`src/rtl/lut_class_argmax_reader.sv`:
```
// Reduces the packed final-layer LUT neuron codes to a predicted class index,
// scanning one class per cycle and reporting the max code and a tie flag.
module lut_class_argmax_reader #(
  parameter int unsigned N_CLASSES = 5,
  parameter int unsigned BW        = 2,
  parameter int unsigned IDX_W     = (N_CLASSES > 1) ? $clog2(N_CLASSES) : 1
) (
  input  logic                    clk,
  input  logic                    rst_n,
  input  logic                    s_valid,
  output logic                    s_ready,
  input  logic [N_CLASSES*BW-1:0] s_data,
  output logic                    m_valid,
  input  logic                    m_ready,
  output logic [IDX_W-1:0]        m_class,
  output logic [BW-1:0]           m_score,
  output logic                    m_tie
);

  localparam logic [1:0] ST_IDLE = 2'd0;
  localparam logic [1:0] ST_SCAN = 2'd1;
  localparam logic [1:0] ST_OUT  = 2'd2;

  localparam logic [IDX_W-1:0] LAST_IDX   = IDX_W'(N_CLASSES - 1);
  localparam logic [IDX_W-1:0] FIRST_SCAN = IDX_W'(1);

  logic [1:0]       state_q, state_d;
  logic [BW-1:0]    vec_q [N_CLASSES];
  logic [BW-1:0]    vec_d [N_CLASSES];
  logic [BW-1:0]    best_q, best_d;
  logic [IDX_W-1:0] best_idx_q, best_idx_d;
  logic             tie_q, tie_d;
  logic [IDX_W-1:0] cnt_q, cnt_d;
  logic             rdy_q, rdy_d;
  logic [BW-1:0]    cur_code;

  assign cur_code = vec_q[cnt_q];

  always_comb begin
    state_d    = state_q;
    vec_d      = vec_q;
    best_d     = best_q;
    best_idx_d = best_idx_q;
    tie_d      = tie_q;
    cnt_d      = cnt_q;

    case (state_q)
      ST_IDLE: begin
        if (s_valid && rdy_q) begin
          for (int unsigned i = 0; i < N_CLASSES; i++) begin
            vec_d[i] = s_data[i*BW +: BW];
          end
          best_d     = s_data[BW-1:0];
          best_idx_d = '0;
          tie_d      = 1'b0;
          cnt_d      = FIRST_SCAN;
          state_d    = (N_CLASSES == 1) ? ST_OUT : ST_SCAN;
        end
      end
      ST_SCAN: begin
        // Strict greater-than keeps the lowest index on equal codes.
        if (cur_code > best_q) begin
          best_d     = cur_code;
          best_idx_d = cnt_q;
          tie_d      = 1'b0;
        end else if (cur_code == best_q) begin
          tie_d = 1'b1;
        end
        if (cnt_q == LAST_IDX) begin
          state_d = ST_OUT;
        end else begin
          cnt_d = cnt_q + FIRST_SCAN;
        end
      end
      ST_OUT: begin
        if (m_ready) begin
          state_d = ST_IDLE;
        end
      end
      default: state_d = ST_IDLE;
    endcase

    // Registered ready: low throughout reset, high from the first edge after it.
    rdy_d = (state_d == ST_IDLE);
  end

  always_ff @(posedge clk) begin
    if (!rst_n) begin
      state_q    <= ST_IDLE;
      best_q     <= '0;
      best_idx_q <= '0;
      tie_q      <= 1'b0;
      cnt_q      <= '0;
      rdy_q      <= 1'b0;
      for (int unsigned i = 0; i < N_CLASSES; i++) begin
        vec_q[i] <= '0;
      end
    end else begin
      state_q    <= state_d;
      best_q     <= best_d;
      best_idx_q <= best_idx_d;
      tie_q      <= tie_d;
      cnt_q      <= cnt_d;
      rdy_q      <= rdy_d;
      for (int unsigned i = 0; i < N_CLASSES; i++) begin
        vec_q[i] <= vec_d[i];
      end
    end
  end

  assign s_ready = rdy_q;
  assign m_valid = (state_q == ST_OUT);
  assign m_class = best_idx_q;
  assign m_score = best_q;
  assign m_tie   = tie_q;

endmodule

```
`config.mk`:
```
export PLATFORM = sky130hd
export DESIGN_NAME = lut_class_argmax_reader
export DESIGN_NICKNAME = d
export VERILOG_FILES = /design/src/rtl/lut_class_argmax_reader.sv
export SDC_FILE = /design/constraint.sdc
export NUM_CORES = 1
export LEC_CHECK = 0
export BUFFER_PORTS_ARGS = -buffer_cell sky130_fd_sc_hd__buf_2
export CAP_MARGIN = 0
export CORE_MARGIN = 2
export CORE_UTILIZATION = 48
export DETAILED_ROUTE_END_ITERATION = 8
export PLACE_DENSITY = 0.85
export SLEW_MARGIN = 5
export SYNTH_ARGS = -nofsm -noshare
export SYNTH_HDL_FRONTEND = slang
export SYNTH_SLANG_ARGS = --single-unit
```
`constraint.sdc`:
```
create_clock -name clk -period 2.2 [get_ports clk]
set_input_delay 0.33 -clock clk [delete_from_list [all_inputs] [get_ports clk]]
set_output_delay 0.33 -clock clk [all_outputs]
set_load 0.02 [all_outputs]
```
# After elaboration in Yosys (flattened, before gate mapping)
# Cells that the tools add are included.
dict set report totals {
  regBits 22
  latchBits 0
  mem_bits_rw 0
  romBits 0
  in_bits 14
  output_inout_bits 8
  elab_cells 51
  mem_count 0
}
dict set report op_classes {
  addsub 1
  n_mul 0
  div_mod_pow 0
  magnitude_cmp 2
  eq_ne 8
  n_shift 0
  muxes 20
  bitwise_logic 1
  reduce_logical 8
}
# cell n
set op_table {}
lappend op_table {{2-to-1 mux 2 bit} 7}
lappend op_table {{2-to-1 mux 3 bit} 4}
lappend op_table {{case mux 3 bit (2 select lines)} 2}
lappend op_table {{AND reduction 3 bit} 3}
lappend op_table {{binary-select mux 2 bit (select 3 bit)} 1}
lappend op_table {{inequality test 2 bit (second input constant)} 3}
lappend op_table {{case mux 2 bit (3 select lines)} 1}
lappend op_table {{greater-or-equal comparator 4 bit (second input constant)} 1}
lappend op_table {{logical NOT 2 bit} 2}
lappend op_table {{inverter 3 -> 4 bit} 1}
lappend op_table {{case mux 2 bit (2 select lines)} 1}
lappend op_table {{adder 3 x 1 -> 3 bit (second input constant)} 1}
lappend op_table {{equality test 3 bit (second input constant)} 1}
lappend op_table {{2-to-1 mux 1 bit} 3}
lappend op_table {{inequality test 3 bit (second input constant)} 1}
lappend op_table {{equality test 2 x 1 -> 1 bit (second input constant)} 1}
lappend op_table {{equality test 2 bit} 1}
lappend op_table {{equality test 2 bit (second input constant)} 1}
lappend op_table {{greater-than comparator 2 bit} 1}
lappend op_table {{case mux 1 bit (2 select lines)} 1}
lappend op_table {{AND reduction 2 bit} 1}
lappend op_table {{nonzero test 2 bit} 1}
lappend op_table {{logical AND 1 bit} 1}

# Depth between registers and ports, before layout
dict set report logic_depth {
  word_depth 8
  depth_mapped 10
  ltp_nobuf 9
}

# Worst setup path after synthesis
# Ideal clock, no wire load.
dict set report synth_path {
  path_kind {register to register}
  start {register cnt_q[0]}
  end {register best_idx_q[0] (netlist: m_class[0])}
  setup_ps 70
  arrival_ps 2110
  required_ps 2130
  slack_ps 20
  path_stages_with_launch 9
  n_path_buf 0
  period_less_slack_ps 2180
  path_cell_list {dfxtp_1 mux2_1 nand3_1 o21ai_0 ha_1 nor2b_1 o211ai_4 or4b_1 a21boi_1}
}
dict set report synth_via {
  elab_chain_len 7
  word_cells_on_any_way 9
  cone_classes {order compare: 1; eq/ne: 1; mux: 5; bitwise: 1; reduce/logical: 1}
}
# element line_no
set synth_rtl {}
lappend synth_rtl {{start, declared} 33} ;# logic [IDX_W-1:0] cnt_q, cnt_d;
lappend synth_rtl {{start signal, assigned} 103} ;# cnt_q <= cnt_d;
lappend synth_rtl {{inverter 3 -> 4 bit (implied by the code)} 37} ;# assign cur_code = vec_q[cnt_q];
lappend synth_rtl {{binary-select mux 2 bit (select 3 bit)} 37}
lappend synth_rtl {{2-to-1 mux 2 bit (implied by the code) (2 in a row)} 37}
lappend synth_rtl {{greater-than comparator 2 bit} 62} ;# if (cur_code > best_q) begin
lappend synth_rtl {{inequality test 2 bit (no source line)} -}
lappend synth_rtl {{AND reduction 3 bit (no source line)} -}
lappend synth_rtl {{end signal, assigned} 101} ;# best_idx_q <= best_idx_d;
lappend synth_rtl {{end, declared} 31} ;# logic [IDX_W-1:0] best_idx_q, best_idx_d;
# Several ways; a longest one is shown, not always the timed one. The select of a mux whose other input is x is not followed.
# A chain may end at the register's enable or synchronous reset.

# Final worst setup path
dict set report layout_path {
  start {register cnt_q[2]}
  end {register best_idx_q[1] (netlist: m_class[1])}
}
dict set report layout_via {
  elab_chain_len 7
}
# element line_no
set layout_rtl {}
lappend layout_rtl {{inverter 3 -> 4 bit (implied by the code)} 37}
lappend layout_rtl {{binary-select mux 2 bit (select 3 bit)} 37}
lappend layout_rtl {{2-to-1 mux 2 bit (implied by the code) (2 in a row)} 37}
lappend layout_rtl {{greater-than comparator 2 bit} 62}
lappend layout_rtl {{inequality test 2 bit (no source line)} -}
lappend layout_rtl {{AND reduction 3 bit (no source line)} -}
# Every way passes these cells. The select of a mux whose other input is x is not followed.

==> reports/metrics.csv <==
stage,metric,value,unit
outcome,outcome,"complete, no violations",
sta,max_freq,456.9,MHz
routing,detail_route.vias_per_cell,5.581,
pwr,ir_drop,418.9,uV
clocking,htreeDepth,1,
clocking,cts_buffers,3,
critical_path,reg2reg_slack,0.01,ns
critical_path,cp-start-kind,flop,
floorplan,die-area,2786,um2
grt,overflow,0,
final_layout,fin_nets,182,
sta,rsz0062_at_grt,yes,
sta,drv_slew,0,
logic_synthesis,ys_warn_count,0,
hold_path,hold_class,input pin to flop,
clocking,worstSkewPairLatency,0.30,ns
floorplan,die_y,52.79,um
logic_synthesis,syn-num-nets,150,
routing,avgRoutedWirePerCell,14.23,um
place,io_buffers,21,
routing,dr.pass1.iters,4,
hold_path,holdPathEnd,vec_q[4],
clocking,clockBufferDepth,2,
sta,fin_crit_sh,0.9949,
critical_path,worstPathArrival,2.42,ns
critical_path,r2r_end,m_class[1],
final_layout,diodes,0,
floorplan,num_rows,17,
critical_path,worstSetupEndpointType,flop,
final_layout,synthToLayoutAreaGrowth,28.15,%
grt,grt_pass1_vias,1000,
pwr,leakage,0.6097,nW
pwr,power_density,589.2,nW/um2
grt,grt_antenna_before_repair,0,
sta,finalHoldViolCount,0,
sta,worst_pin_slew,0.6536,ns
logic_synthesis,yosysSeqAreaShare,0.3855,
routing,drt-total-wl,2.717,mm
routing,drc,0,
routing,drt_iter0_markers,25,
floorplan,ios,22,
critical_path,reg2reg_from,cnt_q[2],
grt,grt_pass1_wl,4.264,mm
routing,vias,1066,
critical_path,r2r_cells,8,
place,dp_hpwl,1.863,mm
clocking,cts_root_buffer,clkbuf_4,
sta,tns,0,ns
floorplan,die_width,52.79,um
sta,hold_slack,0.2504,ns
logic_synthesis,syn_inst,132,
sta,fin_skew,0.003959,ns
hold_path,min_path_cells,3,
critical_path,critPathKind,flop to flop,
logic_synthesis,ys_types,34,
place,place.gp.congestion,0.8363,
sta,min_period,2.189,ns
final_layout,drive_gt1_frac,0.3497,
grt,grt_max_degree,25,
grt,grt_use_total,0.2053,
critical_path,cp_max_fo,6,
routing,antenna_left,0,
logic_synthesis,ys_seq_elements,22,
critical_path,cp.required,2.43,ns
sta,setup_viol,0,
hold_path,holdCritStartpoint,s_data[4],
sta,relSlewSlack,0.5619,
floorplan,initial_core_util,0.5115,
clocking,tritoncts,done,
run,max_cap_violations,0,
logic_synthesis,synth_area,1142,um2
clocking,cts.clk_slew.worst_paths,0.12,ns
floorplan,core-area,2233,um2
logic_synthesis,syn_area_per_cell,8.654,um2
clocking,numClockSinks,22,
[cells in the mapped netlist]
| cell | count | area (um2) |
|---|---|---|
| o21ai_0 | 8 | 40.04 |
| nand4bb_1 | 1 | 11.26 |
| and2_1 | 3 | 18.77 |
| dfxtp_1 | 22 | 440.4 |
| nor2_1 | 2 | 7.510 |
| a311oi_2 | 1 | 15.01 |
| clkbuf_1 | 6 | 22.52 |
| mux2i_1 | 1 | 10.01 |
| a311oi_1 | 1 | 8.760 |
| and2b_2 | 1 | 8.760 |
| o2bb2ai_1 | 1 | 8.760 |
| nand2_1 | 26 | 97.59 |
| a211o_1 | 1 | 8.760 |
| mux2_1 | 2 | 22.52 |
| inv_1 | 5 | 18.77 |
| nand4b_1 | 1 | 8.760 |
| a32o_1 | 2 | 20.02 |
| nand4_1 | 1 | 6.260 |
| nand3b_1 | 1 | 7.510 |
| nand3_1 | 5 | 25.02 |
| a21oi_1 | 3 | 15.01 |
| nor3_2 | 1 | 10.01 |
| a211oi_1 | 1 | 7.510 |
| nand2b_1 | 1 | 6.260 |
| ha_1 | 4 | 50.05 |
| inv_2 | 1 | 3.750 |
| o211a_1 | 2 | 20.02 |
| nor2b_1 | 6 | 37.54 |
| o211ai_1 | 1 | 7.510 |
| a32oi_1 | 1 | 8.760 |
| o211ai_4 | 1 | 21.27 |
| a21boi_1 | 15 | 112.6 |
| or4b_1 | 3 | 30.03 |
| buf_2 | 1 | 5.000 |
[logic make-up (layout without fill, tap and decap cells)]
| kind of cell | Yosys count | after routing | share of synthesized area |
|---|---|---|---|
| adder cells (fa/ha/maj) | 4 | 4 | 0.04381 |
| AO/OA/AOI/OAI | 38 | 38 | 0.2574 |
| multiplexers | 3 | 3 | 0.02848 |
| AND/OR/NAND/NOR | 52 | 52 | 0.2410 |
| flip-flops | 22 | 22 | 0.3855 |
| buffers and inverters | 13 | 44 | 0.04380 |
[critical path, cell delays in order (launching register included)]
cell and delay [ns]:
dfxtp_4 0.41, nor2b_1 0.09, a211oi_4 0.27, o21ai_2 0.10, ha_1 0.33, nor2b_4 0.17
o211ai_4 0.10, or4b_1 0.52, a21boi_1 0.14
[placed cells by master (no fill, tap or decap), types with 3 or more instances in the layout]
master,instances
o21ai_0,5
nand2_1,25
nand3_1,3
clkbuf_4,3
or4b_1,3
buf_6,3
and2_1,3
dfxtp_1,19
buf_2,21
inv_1,3
a21boi_1,15
buf_4,10
a21oi_1,3
nor2b_1,5
ha_1,4
[sequential cells by signal, summed over array words and instances, names as in the netlist]
name	count
m_score	2
m_tie	1
s_ready	1
state_q	2
m_class	3
cnt_q	3
vec_q	10
[routing by layer]
layer / vias to the layer above / track usage / routed length (um)
met2: 42 / 0.3667 / 1367
li1: 526 / - / -
met3: 6 / 0.03429 / 143
met4: 0 / 0.03846 / 39
met1: 492 / 0.2584 / 1166
met5: - / 0 / 0
[worst max-delay path by stage]
stage / from / to / slack (ns) / depth (start not counted)
floorplan: cnt_q[0] / m_class[0] / 0.02 / 8
global placement: cnt_q[2] / m_class[0] / 0.02 / 8
detailed placement: cnt_q[2] / m_class[2] / -0.13 / 8
CTS: cnt_q[2] / m_class[2] / 0.003 / 9
global route: cnt_q[2] / m_class[1] / -0.11 / 8
finish: cnt_q[2] / m_class[1] / 0.01 / 8
[area by class of cell]
type                    count  area [um2]
inverters                   6       25.02
well taps                  28       35.03
repair buffers             34       214.0
multi-input cells          97       706.9
fillers                   195       769.5
flip-flops and latches     22       446.7
clock buffers               4       36.28
[repair_timing]
action                                  4_1_cts  5_1_grt
pin swaps                                     0        7
gates cloned                                  0        0
setup buffers                                 1        4
hold buffers                                  0        0
resized for setup                             7       18
endpoints found under the setup margin        5        4
[through the flow]
stage / setup slack, ns / util / cell area, um2 / power [mW] / std cells
after detailed placement: -0.1250 / 0.5888 / 1315 / 0.6113 / 182
after global routing: -0.1075 / 0.6555 / 1464 / 0.9062 / 191
after global placement: 0.01516 / 0.5888 / 1315 / 0.6026 / 182
after CTS: 0.002666 / 0.6162 / 1376 / 0.8308 / 187
after floorplan: 0.01967 / - / 1142 / 0.5556 / 132
final: 0.01114 / 0.6555 / 1464 / 0.8626 / 191
[power by group]
group | leakage [nW] | total [mW] | internal (mW) | switching, mW
Combinational | 0.408 | 0.208 | 0.0974 | 0.111
Sequential | 0.181 | 0.436 | 0.418 | 0.0183
Clock | 0.0210 | 0.218 | 0.101 | 0.117
Total | 0.610 | 0.863 | 0.616 | 0.246
Power figures use the tool's default switching activity.
